File: src/rtl/spi_master.sv
// spi_master: single-word SPI bus master with selectable CPOL/CPHA and an integer SCLK divider.
// Define SPI_MASTER_MISO_SYNC_EN to pass spi_miso through a two-flop synchronizer.
module spi_master #(
  parameter int unsigned C_DATA_WIDTH = 8,
  parameter int unsigned C_CLK_DIV    = 4,
  parameter bit          C_CPOL       = 1'b0,
  parameter bit          C_CPHA       = 1'b0
) (
  input  logic                    clk,
  input  logic                    rst_n,
  input  logic [C_DATA_WIDTH-1:0] s_tx_data,
  input  logic                    s_tx_valid,
  output logic                    s_tx_ready,
  output logic [C_DATA_WIDTH-1:0] m_rx_data,
  output logic                    m_rx_valid,
  output logic                    busy,
  output logic                    spi_cs_n,
  output logic                    spi_sclk,
  output logic                    spi_mosi,
  input  logic                    spi_miso
);

  localparam int unsigned CW = $clog2(C_CLK_DIV);
  localparam int unsigned HW = $clog2(2 * C_DATA_WIDTH);
  localparam logic [CW-1:0] CNT_LAST  = CW'(C_CLK_DIV - 1);
  localparam logic [HW-1:0] HALF_LAST = HW'(2 * C_DATA_WIDTH - 1);

  typedef enum logic [2:0] {IDLE, LEAD, SHIFT, TRAIL, GAP} state_t;

  state_t                  state;
  logic [CW-1:0]           cnt;
  logic [HW-1:0]           half;
  logic [HW-1:0]           half_nxt;
  logic [C_DATA_WIDTH-1:0] tx_sh;
  logic [C_DATA_WIDTH-1:0] rx_sh;
  logic                    wrap;
  logic                    edge_go;
  logic                    lead_edge;
  logic                    shift_ev;
  logic                    sample_ev;
  logic                    cap_en;
  logic                    cap_bit;

  assign s_tx_ready = (state == IDLE);
  assign busy       = (state != IDLE);
  assign wrap       = (cnt == CNT_LAST);

  // edge_go marks the clk edge that toggles SCLK; half_nxt is the half-period it opens.
  always_comb begin
    edge_go   = wrap && ((state == LEAD) || ((state == SHIFT) && (half != HALF_LAST)));
    half_nxt  = (state == LEAD) ? '0 : half + HW'(1);
    lead_edge = ~half_nxt[0];
    if (C_CPHA) begin
      shift_ev  = edge_go && lead_edge;
      sample_ev = edge_go && !lead_edge;
    end else begin
      shift_ev  = edge_go && !lead_edge && (half_nxt != HALF_LAST);
      sample_ev = edge_go && lead_edge;
    end
  end

`ifdef SPI_MASTER_MISO_SYNC_EN
  (* ASYNC_REG = "TRUE" *) logic miso_s1;
  (* ASYNC_REG = "TRUE" *) logic miso_s2;
  logic [1:0] smp_d;

  if (C_CLK_DIV < 3) begin : g_div_check
    $error("spi_master: C_CLK_DIV must be at least 3 when SPI_MASTER_MISO_SYNC_EN is defined");
  end

  // Sample strobe is delayed by the synchronizer depth so it lines up with miso_s2.
  always_ff @(posedge clk or negedge rst_n) begin
    if (!rst_n) begin
      miso_s1 <= 1'b0;
      miso_s2 <= 1'b0;
      smp_d   <= '0;
    end else begin
      miso_s1 <= spi_miso;
      miso_s2 <= miso_s1;
      smp_d   <= {smp_d[0], sample_ev};
    end
  end

  assign cap_en  = smp_d[1];
  assign cap_bit = miso_s2;
`else
  assign cap_en  = sample_ev;
  assign cap_bit = spi_miso;
`endif

  always_ff @(posedge clk or negedge rst_n) begin
    if (!rst_n) begin
      state      <= IDLE;
      cnt        <= '0;
      half       <= '0;
      tx_sh      <= '0;
      rx_sh      <= '0;
      m_rx_data  <= '0;
      m_rx_valid <= 1'b0;
      spi_cs_n   <= 1'b1;
      spi_sclk   <= C_CPOL;
      spi_mosi   <= 1'b0;
    end else begin
      m_rx_valid <= 1'b0;
      cnt        <= ((state == IDLE) || wrap) ? '0 : cnt + CW'(1);
      if (cap_en) rx_sh <= {rx_sh[C_DATA_WIDTH-2:0], cap_bit};
      if (shift_ev) begin
        spi_mosi <= tx_sh[C_DATA_WIDTH-1];
        tx_sh    <= tx_sh << 1;
      end
      if (edge_go) begin
        spi_sclk <= ~spi_sclk;
        half     <= half_nxt;
      end
      unique case (state)
        IDLE: if (s_tx_valid) begin
          state    <= LEAD;
          spi_cs_n <= 1'b0;
          rx_sh    <= '0;
          if (C_CPHA) begin
            tx_sh <= s_tx_data;
          end else begin
            tx_sh    <= s_tx_data << 1;
            spi_mosi <= s_tx_data[C_DATA_WIDTH-1];
          end
        end
        LEAD:  if (wrap) state <= SHIFT;
        SHIFT: if (wrap && (half == HALF_LAST)) state <= TRAIL;
        TRAIL: if (wrap) begin
          state      <= GAP;
          spi_cs_n   <= 1'b1;
          spi_mosi   <= 1'b0;
          m_rx_data  <= rx_sh;
          m_rx_valid <= 1'b1;
        end
        GAP:     if (wrap) state <= IDLE;
        default: state <= IDLE;
      endcase
    end
  end

endmodule

File: config.mk
export PLATFORM = sky130hd
export DESIGN_NAME = spi_master
export DESIGN_NICKNAME = d
export VERILOG_FILES = /design/src/rtl/spi_master.sv
export SDC_FILE = /design/constraint.sdc
export NUM_CORES = 1
export LEC_CHECK = 0
export ABC_CLOCK_PERIOD_IN_PS = 4050
export CAP_MARGIN = 20
export CORE_ASPECT_RATIO = 1.25
export CORE_MARGIN = 2
export CORE_UTILIZATION = 35
export CTS_BUF_LIST = sky130_fd_sc_hd__clkbuf_16
export CTS_CLUSTER_DIAMETER = 50
export DETAILED_ROUTE_END_ITERATION = 8
export PLACE_DENSITY_LB_ADDON = 0.1
export SLEW_MARGIN = 15
export SYNTH_ARGS = -nofsm -noshare
export SYNTH_HDL_FRONTEND = slang
export SYNTH_SLANG_ARGS = --single-unit
File: constraint.sdc
create_clock -name clk -period 4.05 [get_ports clk]
set_input_delay 0.405 -clock clk [delete_from_list [all_inputs] [get_ports clk]]
set_output_delay 0.405 -clock clk [all_outputs]
set_load 0.05 [all_outputs]
==> run metrics <==
logic gate share of total power 42.5%; Tcrit/Tclk final 63.3%; Sink Count 37; Sw Share between 40% and 50%; Congestion Overflow GR 0; net switching power figure 708 uW; core area 4800 sq um; Setup-failing EPs final 0; worst hold slack 0.434 ns; fin nets roughly 200; first-pass GRT wire length approximately 6.3 mm; largest net degree at the start of global routing 27; Final Hold Vio Count 0; Multi-input gate area around 750 sq um; die extent in y 83.5 microns; Syn Area/Cell 11.3 sq um; sequential-to-total area share from yosys stat between 50% and 60%; layout cells sized above 1 around an eighth; Yosys cell types 42; non-filler instance count after layout between 200 and 250; H-tree levels 2; # resized after CTS 0; die area 5640 sq um; Worst-Skew Late Latency ~0.27 ns; Post-route DRC 0; Clock Skew 0.00377 ns; Root Buffer Master clkbuf_16; Critical Path AT 2.16 ns; Tmin final ~2.6 ns; Routed Antenna Nets 0; initial DRC count 53; vias in the first global route roughly 1,400; TritonCTS clock tree yes; RSZ-0062 raised after global routing false; P_leak 0.000983 uW; routed length per instance 15.0 microns; total power draw 1720 uW; synthesized instance count 157; port bufs 25; Cell Int Power 1010 uW; Reg area 927 sq um; Initial Util 36.8%; largest cells by area after synthesis dfrtp_1, mux2_2, a21oi_1, nand3_1, a22o_1; HPWL Detailed 2.53 mm; VDD IR max 0.000296 V; commonest cells after routing, fill and taps aside dfrtp_1, clkdlybuf4s50_1, nand3_1, a21oi_1, o21ai_0; final WL 3.62 mm; CP max FO 12; fraction of registers with async set/reset 100%; # IOs 26; sequential fraction of design power 37.0%; Yosys reg bits 37; Slew @ Worst Pin 0.736 ns; worst path required time 3.64 ns; Post-CTS Hold Buffers 0; Total GRT Usage 14.7%; Post-synth EDFFs 0; DRT Pass-1 Iters 4; initial antenna violation count 0; via count 1,284; area grow syn2layout 23.3%; critical path class flip-flop to primary output; Hold WC Path Type flip-flop to flip-flop; clk buf depth 2; yosys warns 0; crit start category flip-flop; postcts setup bufs 0; predominant post-synthesis flop cell dfrtp_1; syn nets ~170; f_max approximately 390 MHz; post-DR vias/cell approximately 5.3; Cell Area, Synth 1770 sq um; GPL Wtd Cong 0.816; status complete, no violations; slew margin rel. 51.0%; setup_tns 0 ns; Filler Cells Inserted 465; # rows 28; Synth top area share 51.0%; # diodes 0; post-placement cell count approximately 230; PwrDens 788 nW/um^2; post-synth top area cell dfrtp_1; max cap viols 0; crit end category primary output; Max Slew Vio Count 0; most common cell after layout, fill and taps aside dfrtp_1; Die Span X a little under 70 microns; clock power share 20.6%; TritonCTS Buffers 5; Clk pin slew, worst setup/hold paths 0.05 ns
state kept, by name (all words and copies together), names as in the netlist:
signal / count
m_rx_data: 8
rx_sh: 8
tx_sh: 8
half: 4
state: 3
cnt: 2
m_rx_valid: 1
spi_cs_n: 1
spi_mosi: 1
spi_sclk: 1
area by class of cell:
cell class,count,share of cell area [%]
timing repair buffer,26,11.8
sequential,37,42.5
tap,60,3.44
inverter,8,1.38
clock buffer,5,5.74
clock inverter,3,0.517
multi-input combinational,103,34.6
final timing paths:
path                                from  depth (start not counted)      endpoint  slack, ns
worst max register to register    cnt[0]                          4  m_rx_data[5]       1.62
worst min-delay path              cnt[0]                          1        cnt[0]       0.43
worst min register to register    cnt[0]                          1        cnt[0]       0.43
max in group asynchronous          rst_n                          2      spi_cs_n       2.78
worst max-delay path            state[1]                          2    s_tx_ready       1.49
min in group asynchronous          rst_n                          1      spi_mosi       0.48
power by group through the flow:
stage | combinational, uW | sequential (uW) | clock (uW)
floorplan | 428 | 745 | 0
global placement | 727 | 639 | 0
detailed placement | 737 | 643 | 0
CTS | 740 | 638 | 365
global route | 795 | 658 | 387
finish | 730 | 635 | 353
logic make-up (layout without fill, tap and decap cells):
kind of cell	Yosys count	in the layout	share of synthesized area, %
and+or+nand+nor	38	38	12.7
AOI/OAI and AO/OA	52	52	21.5
buffers and inverters	17	42	4.95
adders and majority gates	2	2	1.42
muxes	8	8	5.10
DFF	37	37	52.4
xor gates and xnor gates	3	3	1.91
cell usage after synthesis (2+ instances only):
| master | count |
|---|---|
| nand2b_1 | 2 |
| mux2_2 | 8 |
| nor3_1 | 2 |
| buf_4 | 2 |
| buf_6 | 2 |
| dfrtp_1 | 36 |
| inv_1 | 7 |
| a31oi_1 | 2 |
| nand3_1 | 13 |
| a211oi_1 | 3 |
| nand4_1 | 2 |
| and2_1 | 3 |
| clkbuf_1 | 4 |
| a22o_1 | 7 |
| o21ai_0 | 12 |
| nor2_1 | 4 |
| a21o_1 | 7 |
| a21oi_1 | 13 |
| nand2_1 | 4 |
| ha_1 | 2 |
metal layers:
layer / vias up / global-route usage (%) / wire (microns)
met2: 23 / 23.4 / 1850
met4: 0 / 6.12 / 46
met3: 4 / 4.45 / 129
met1: 639 / 18.2 / 1590
li1: 618 / - / -
met5: - / 0 / 0
through the flow:
step / util (%) / cell area (sq um) / setup WS [ns]
floorplan: - / 1770 / 1.34
global placement: 42.6 / 2040 / 1.70
detailed placement: 42.6 / 2040 / 1.56
CTS: 45.4 / 2180 / 1.45
global route: 45.4 / 2180 / 1.38
finish: 45.4 / 2180 / 1.49
worst max-delay path: stages (launching register included):
cell,delay (ns)
dfrtp_1,0.51
nor3_1,0.48
clkdlybuf4s50_1,0.89
No activity file was read; power rests on OpenSTA's default activity.
